--- src/rtl/skintone_v1_00_a_frame_controller.sv ---
// Skin-tone pipeline frame controller.
// Accepts a command, loads the per-frame coefficient table into the datapath
// through a single-outstanding config write port, then gates a frame's worth
// of pixel beats into the datapath and waits for all results to drain.
// Optional feature: define SKINTONE_FRAME_CTRL_WRACK_TIMEOUT_EN to add a
// 16-cycle watchdog on config_wrack that aborts the frame to DONE.
//
// state  | meaning
// -------+---------------------------------------------------------------
// IDLE   | waiting for a command; accepts one opcode per cycle
// LOAD   | writing coefficient registers 0..C_NUM_REGS-1, one at a time
// STREAM | passing src beats to the datapath until frame_beats are sent
// DRAIN  | waiting for the remaining results to leave through the sink
// DONE   | one-cycle frame-complete pulse, then back to IDLE
module skintone_v1_00_a_frame_controller #(
    parameter int C_NUM_REGS    = 12,
    parameter int C_COUNT_WIDTH = 18
) (
    input  logic                      clk,
    input  logic                      rst,
    input  logic [15:0]               opcode,
    input  logic                      opcode_valid,
    output logic                      opcode_accept,
    input  logic [C_COUNT_WIDTH-1:0]  frame_beats,
    input  logic [8*C_NUM_REGS-1:0]   coef_in,
    output logic [35:0]               config_address,
    output logic [127:0]              config_datain,
    output logic                      config_wrreq,
    input  logic                      config_wrack,
    input  logic                      src_valid,
    output logic                      src_ready,
    output logic                      dp_valid,
    input  logic                      dp_ready,
    input  logic                      dp_result_valid,
    output logic                      dp_result_ready,
    input  logic                      sink_ready,
    output logic                      sink_valid,
    output logic                      done,
    output logic [35:0]               status
);

    localparam int IDX_W = (C_NUM_REGS > 1) ? $clog2(C_NUM_REGS) : 1;
    localparam logic [IDX_W-1:0] LAST_IDX = IDX_W'(C_NUM_REGS - 1);
    localparam logic [3:0] OP_RUN       = 4'h1;
    localparam logic [3:0] OP_LOAD_ONLY = 4'h2;

    typedef enum logic [2:0] {
        ST_IDLE   = 3'd0,
        ST_LOAD   = 3'd1,
        ST_STREAM = 3'd2,
        ST_DRAIN  = 3'd3,
        ST_DONE   = 3'd4
    } state_t;

    state_t                     state_q, state_d;
    logic                       run_q, run_d;
    logic [C_COUNT_WIDTH-1:0]   beats_q, beats_d;
    logic [8*C_NUM_REGS-1:0]    coef_q, coef_d;
    logic [C_COUNT_WIDTH-1:0]   in_count_q, in_count_d;
    logic [C_COUNT_WIDTH-1:0]   out_count_q, out_count_d;
    logic [IDX_W-1:0]           idx_q, idx_d;
    logic                       wait_ack_q, wait_ack_d;
    logic                       wrreq_q, wrreq_d;
    logic [35:0]                addr_q, addr_d;
    logic [127:0]               data_q, data_d;
    logic                       bad_op_q, bad_op_d;
    logic                       wd_flag;
`ifdef SKINTONE_FRAME_CTRL_WRACK_TIMEOUT_EN
    logic [4:0]                 wd_q, wd_d;
    logic                       wd_to_q, wd_to_d;
`endif

    logic accept_c;
    logic done_c;
    logic in_active;
    logic in_beat;
    logic out_beat;

    // Only the command code field has meaning here; the low bits are ignored.
    logic unused_opcode_bits;
    assign unused_opcode_bits = ^opcode[11:0];

    assign in_active = (state_q == ST_STREAM) && (in_count_q < beats_q);
    assign in_beat   = in_active && src_valid && dp_ready;
    assign out_beat  = ((state_q == ST_STREAM) || (state_q == ST_DRAIN))
                       && dp_result_valid && sink_ready;

    // Next-state and command/handshake decisions for the frame sequencer.
    always_comb begin
        state_d     = state_q;
        run_d       = run_q;
        beats_d     = beats_q;
        coef_d      = coef_q;
        in_count_d  = in_count_q;
        out_count_d = out_count_q;
        idx_d       = idx_q;
        wait_ack_d  = wait_ack_q;
        wrreq_d     = 1'b0;
        addr_d      = addr_q;
        data_d      = data_q;
        bad_op_d    = bad_op_q;
        accept_c    = 1'b0;
        done_c      = 1'b0;
`ifdef SKINTONE_FRAME_CTRL_WRACK_TIMEOUT_EN
        wd_d        = wd_q;
        wd_to_d     = wd_to_q;
`endif
        case (state_q)
            ST_IDLE: begin
                if (opcode_valid) begin
                    accept_c    = 1'b1;
                    beats_d     = frame_beats;
                    coef_d      = coef_in;
                    in_count_d  = '0;
                    out_count_d = '0;
                    idx_d       = '0;
                    wait_ack_d  = 1'b0;
`ifdef SKINTONE_FRAME_CTRL_WRACK_TIMEOUT_EN
                    wd_to_d     = 1'b0;
`endif
                    case (opcode[15:12])
                        OP_RUN: begin
                            run_d    = 1'b1;
                            bad_op_d = 1'b0;
                            state_d  = ST_LOAD;
                        end
                        OP_LOAD_ONLY: begin
                            run_d    = 1'b0;
                            bad_op_d = 1'b0;
                            state_d  = ST_LOAD;
                        end
                        default: begin
                            bad_op_d = 1'b1;
                        end
                    endcase
                end
            end
            ST_LOAD: begin
                if (!wait_ack_q) begin
                    // Issue the next write; the request is a single-cycle pulse.
                    wrreq_d    = 1'b1;
                    addr_d     = {32'(idx_q), 4'h0};
                    data_d     = {120'b0, coef_q[8*int'(idx_q) +: 8]};
                    wait_ack_d = 1'b1;
`ifdef SKINTONE_FRAME_CTRL_WRACK_TIMEOUT_EN
                    wd_d       = 5'd0;
`endif
                end else if (config_wrack) begin
                    wait_ack_d = 1'b0;
                    if (idx_q == LAST_IDX) begin
                        state_d = run_q ? ST_STREAM : ST_DONE;
                    end else begin
                        idx_d = idx_q + 1'b1;
                    end
                end
`ifdef SKINTONE_FRAME_CTRL_WRACK_TIMEOUT_EN
                else if (wd_q == 5'd15) begin
                    wd_to_d    = 1'b1;
                    wait_ack_d = 1'b0;
                    state_d    = ST_DONE;
                end else begin
                    wd_d = wd_q + 5'd1;
                end
`endif
            end
            ST_STREAM: begin
                if (in_beat) begin
                    in_count_d = in_count_q + 1'b1;
                end
                if (out_beat) begin
                    out_count_d = out_count_q + 1'b1;
                end
                // Leave as soon as the last in-beat is taken (or at once for empty frames).
                if (in_count_d == beats_q) begin
                    state_d = ST_DRAIN;
                end
            end
            ST_DRAIN: begin
                if (out_beat) begin
                    out_count_d = out_count_q + 1'b1;
                end
                if (out_count_d >= beats_q) begin
                    state_d = ST_DONE;
                end
            end
            ST_DONE: begin
                done_c  = 1'b1;
                state_d = ST_IDLE;
            end
            default: begin
                state_d = ST_IDLE;
            end
        endcase
    end

    // State and datapath registers with synchronous reset.
    always_ff @(posedge clk) begin
        if (rst) begin
            state_q     <= ST_IDLE;
            run_q       <= 1'b0;
            beats_q     <= '0;
            coef_q      <= '0;
            in_count_q  <= '0;
            out_count_q <= '0;
            idx_q       <= '0;
            wait_ack_q  <= 1'b0;
            wrreq_q     <= 1'b0;
            addr_q      <= '0;
            data_q      <= '0;
            bad_op_q    <= 1'b0;
`ifdef SKINTONE_FRAME_CTRL_WRACK_TIMEOUT_EN
            wd_q        <= 5'd0;
            wd_to_q     <= 1'b0;
`endif
        end else begin
            state_q     <= state_d;
            run_q       <= run_d;
            beats_q     <= beats_d;
            coef_q      <= coef_d;
            in_count_q  <= in_count_d;
            out_count_q <= out_count_d;
            idx_q       <= idx_d;
            wait_ack_q  <= wait_ack_d;
            wrreq_q     <= wrreq_d;
            addr_q      <= addr_d;
            data_q      <= data_d;
            bad_op_q    <= bad_op_d;
`ifdef SKINTONE_FRAME_CTRL_WRACK_TIMEOUT_EN
            wd_q        <= wd_d;
            wd_to_q     <= wd_to_d;
`endif
        end
    end

`ifdef SKINTONE_FRAME_CTRL_WRACK_TIMEOUT_EN
    assign wd_flag = wd_to_q;
`else
    assign wd_flag = 1'b0;
`endif

    // Combinational strobes are held low while reset is asserted.
    assign opcode_accept   = accept_c & ~rst;
    assign done            = done_c & ~rst;
    assign dp_valid        = in_active & src_valid & ~rst;
    assign src_ready       = in_active & dp_ready & ~rst;

    assign sink_valid      = dp_result_valid;
    assign dp_result_ready = sink_ready;

    assign config_address  = addr_q;
    assign config_datain   = data_q;
    assign config_wrreq    = wrreq_q;

    assign status = 36'({out_count_q, wd_flag, bad_op_q, (state_q != ST_IDLE), 3'(state_q)});

endmodule

--- config.mk ---
export PLATFORM = sky130hd
export DESIGN_NAME = skintone_v1_00_a_frame_controller
export DESIGN_NICKNAME = d
export VERILOG_FILES = /design/src/rtl/skintone_v1_00_a_frame_controller.sv
export SDC_FILE = /design/constraint.sdc
export NUM_CORES = 1
export LEC_CHECK = 0
export CAP_MARGIN = 10
export CORE_UTILIZATION = 40
export DETAILED_ROUTE_END_ITERATION = 7
export GPL_TIMING_DRIVEN = 0
export PLACE_DENSITY = 0.72
export SYNTH_ARGS = -nofsm -noshare
export SYNTH_HDL_FRONTEND = slang
export SYNTH_SLANG_ARGS = --single-unit
export TNS_END_PERCENT = 20
--- constraint.sdc ---
create_clock -name clk -period 4.3 [get_ports clk]
set_clock_uncertainty 0.15 [all_clocks]
set_input_delay 0.43 -clock clk [delete_from_list [all_inputs] [get_ports clk]]
set_output_delay 0.43 -clock clk [all_outputs]
set_load 0.02 [all_outputs]
==> results.cfg <==
[sta]
rsz0062_at_grt = no
slew_violations = 0
relSlewSlack = 0.309
finalHoldViolCount = 0
fin_crit_ps = 4120
setup_viol = 0
tightestPinTransition_ps = 1030
min_period_over_period = 0.959
max_freq_mhz = 243

[finish]
fin_nets = 1804
fill_cells = 2390
finish.utilization = 0.541
multi_input_area_sq_um = 5770
mostFrequentLayoutCells = nand2_1 (271), buf_4 (174), dfxtp_1 (173), a21oi_1 (169), clkdlybuf4s50_1 (166)
seq_area_sq_um = 3460
area_growth_pct = 33.1
final_cells = 1971
final_common_cell = nand2_1
drive_gt1_frac = 0.155
n_antenna_cell = 0

[global_routing]
grt_max_degree = 19
antenna_found_initial = 0
grt_pass1_vias = 8828
grt.total_usage = 0.231
grt_pass1_wl_microns = 46800
grt-ovfl-total = 0

[clock_tree]
clk_path_buf_depth = 2
clk_pin_slew_ps = 80
cts-htree-levels = 4
clkSinkCount = 173
clockRootBuffer = clkbuf_16
clk_latency_ps = 440
cts_made_buffers = 17
cts_tree = done

[setup_path]
cp-start-kind = flip-flop
cp_data_arrival_time_ps = 4270
required_ps = 4450
path_class = flip-flop to flip-flop
critPathCaptureType = flip-flop
crit_fanout = 10

[run_status]
status = finished, final reports clean

[placement]
place_congestion = 0.913
dp.cells = 1934
hpwlAfterDp_microns = 23600
port_buffers = 166

[power]
power_switching_w = 0.00129
p_comb_frac = 0.205
power_per_cell_area_nw_per_um2 = 307
pwr-share-seq = 0.417
peakVddDrop_mv = 0.220
pwr-share-clk = 0.379
p_int_w = 0.00288
p_leak_nw = 5.77
p_sw_frac = 0.310

[yosys]
syn_inst = 1274
seq_area_frac_synth = 0.339
synth_edf_count = 0
netlist_area_sq_um = 10200
yosysTopAreaCell = dfxtp_1
synth_cell_types = 63
synth_seq_cells = 173
yosysWarnings = 0
synthArstFlopShare = 0
synth.area.top_cells = dfxtp_1 (34%), buf_4 (12%), nand2_1 (10%), a21oi_1 (8.3%), mux4_2 (5.3%)
ys.flop_type = dfxtp_1
synth.avg_cell_area_sq_um = 8.02
yosysTopAreaCellShare = 0.339

[hold_path]
min_path_type = flip-flop to flip-flop

[floorplan]
die-area_sq_um = 26200
die_h_microns = 162
fp.coreArea_sq_um = 25100
start_util = 0.407
die_x_microns = 162
num_rows = 58
io_pins = 345

[route]
drtAntennaViolNets = 0
wirelength_microns = 30600
routed_via_density = 4.87
vias = 9603
wire_per_inst_microns = 15.5
first_pass_iters = 7
drt_iter0_markers = 742
drc = 0

[flow_run]
maxCapViolCount = 0
-- power groups by stage --
stage,clock [W],sequential (W),combinational (W)
global route,0.00166,0.00175,0.000927
global placement,0,0.00177,0.000828
detailed placement,0,0.00177,0.000835
CTS,0.00159,0.00174,0.000839
floorplan,0,0.00176,0.000568
finish,0.00158,0.00174,0.000854
-- flip-flops by register name, summed over array words and instances (netlist names) --
name and count:
coef_q 96, beats_q 18, in_count_q 18, out_count_q 18, config_datain 8, config_address 4
idx_q 4, state_q 3, bad_op_q 1, config_wrreq 1, run_q 1, wait_ack_q 1
-- cell type report --
class	instances	share of cell area
Buffer	240	0.114
Clock buffer	17	0.0313
Clock inverter	15	0.0130
Timing Repair Buffer	172	0.126
Sequential cell	173	0.255
Multi-Input combinational cell	999	0.424
Tap cell	330	0.0304
Inverter	25	0.00690
-- critical path, cell delays in order (launching register included) --
cell and delay, ps:
dfxtp_1 370, buf_2 200, nand4b_1 300, nor2_4 200
nand4_1 260, nor2_2 230, and3_1 250, and3_1 230
xor2_1 210, ha_1 280, nand2_1 70, nand4b_1 190
a2111oi_4 420, o2111ai_1 180, nand2_2 150, a2111oi_2 70
nand4_1 130, o22ai_2 90
-- Yosys cell counts, types with 21 or more instances --
cell      count
clkbuf_1     62
xor2_1       22
nor2_1       62
buf_4       168
nand3_1      26
mux4_2       24
a211oi_1     22
a21oi_1     169
ha_1         38
nand2_1     272
o21ai_0      23
inv_1        25
mux2i_1      21
dfxtp_1     173
-- stage by stage --
| stage | area [sq um] | total power, W | hold slack (ps) | setup WS [ps] | setup TNS, ps |
|---|---|---|---|---|---|
| after floorplan | 10800 | 0.00233 | 283 | 461 | 0 |
| after global placement | 12900 | 0.00260 | 289 | -723 | -1760 |
| after detailed placement | 12900 | 0.00261 | 295 | -714 | -1760 |
| after CTS | 13500 | 0.00417 | 305 | 21.9 | 0 |
| after global routing | 13600 | 0.00433 | 322 | 5.89 | 0 |
| final | 13600 | 0.00417 | 306 | 178 | 0 |
-- final timing paths --
check        startpoint         end  slack [ps]  depth (start not counted)
min          coef_q[85]  coef_q[85]         310                          2
max reg2reg  state_q[2]  state_q[0]         180                         17
max          state_q[2]  state_q[0]         180                         17
min reg2reg  coef_q[85]  coef_q[85]         310                          2
-- routing by layer --
metal	vias up	GRT usage	wire length (microns)
met5	-	0	0
met4	0	0.0660	585
li1	4758	-	-
met3	45	0.0437	2100
met1	4416	0.295	12900
met2	384	0.395	15000
-- cells by family after synthesis --
group / count (synthesis) / share of synthesized area
and+or+nand+nor: 442 / 0.189
AOI/OAI and AO/OA: 267 / 0.154
buffers and inverters: 266 / 0.161
DFF: 173 / 0.339
muxes: 47 / 0.0757
xor gates and xnor gates: 40 / 0.0343
adders and majority gates: 38 / 0.0465
other: 1 / 0.000367
-- what timing repair did --
action                                  CTS  global route
hold buffers                              0             0
endpoints found under the setup margin    3             5
gates cloned                              0             0
pin swaps                                 0             3
resized for setup                         4             6
buffers inserted                          0             6
Power figures use the tool's default switching activity.
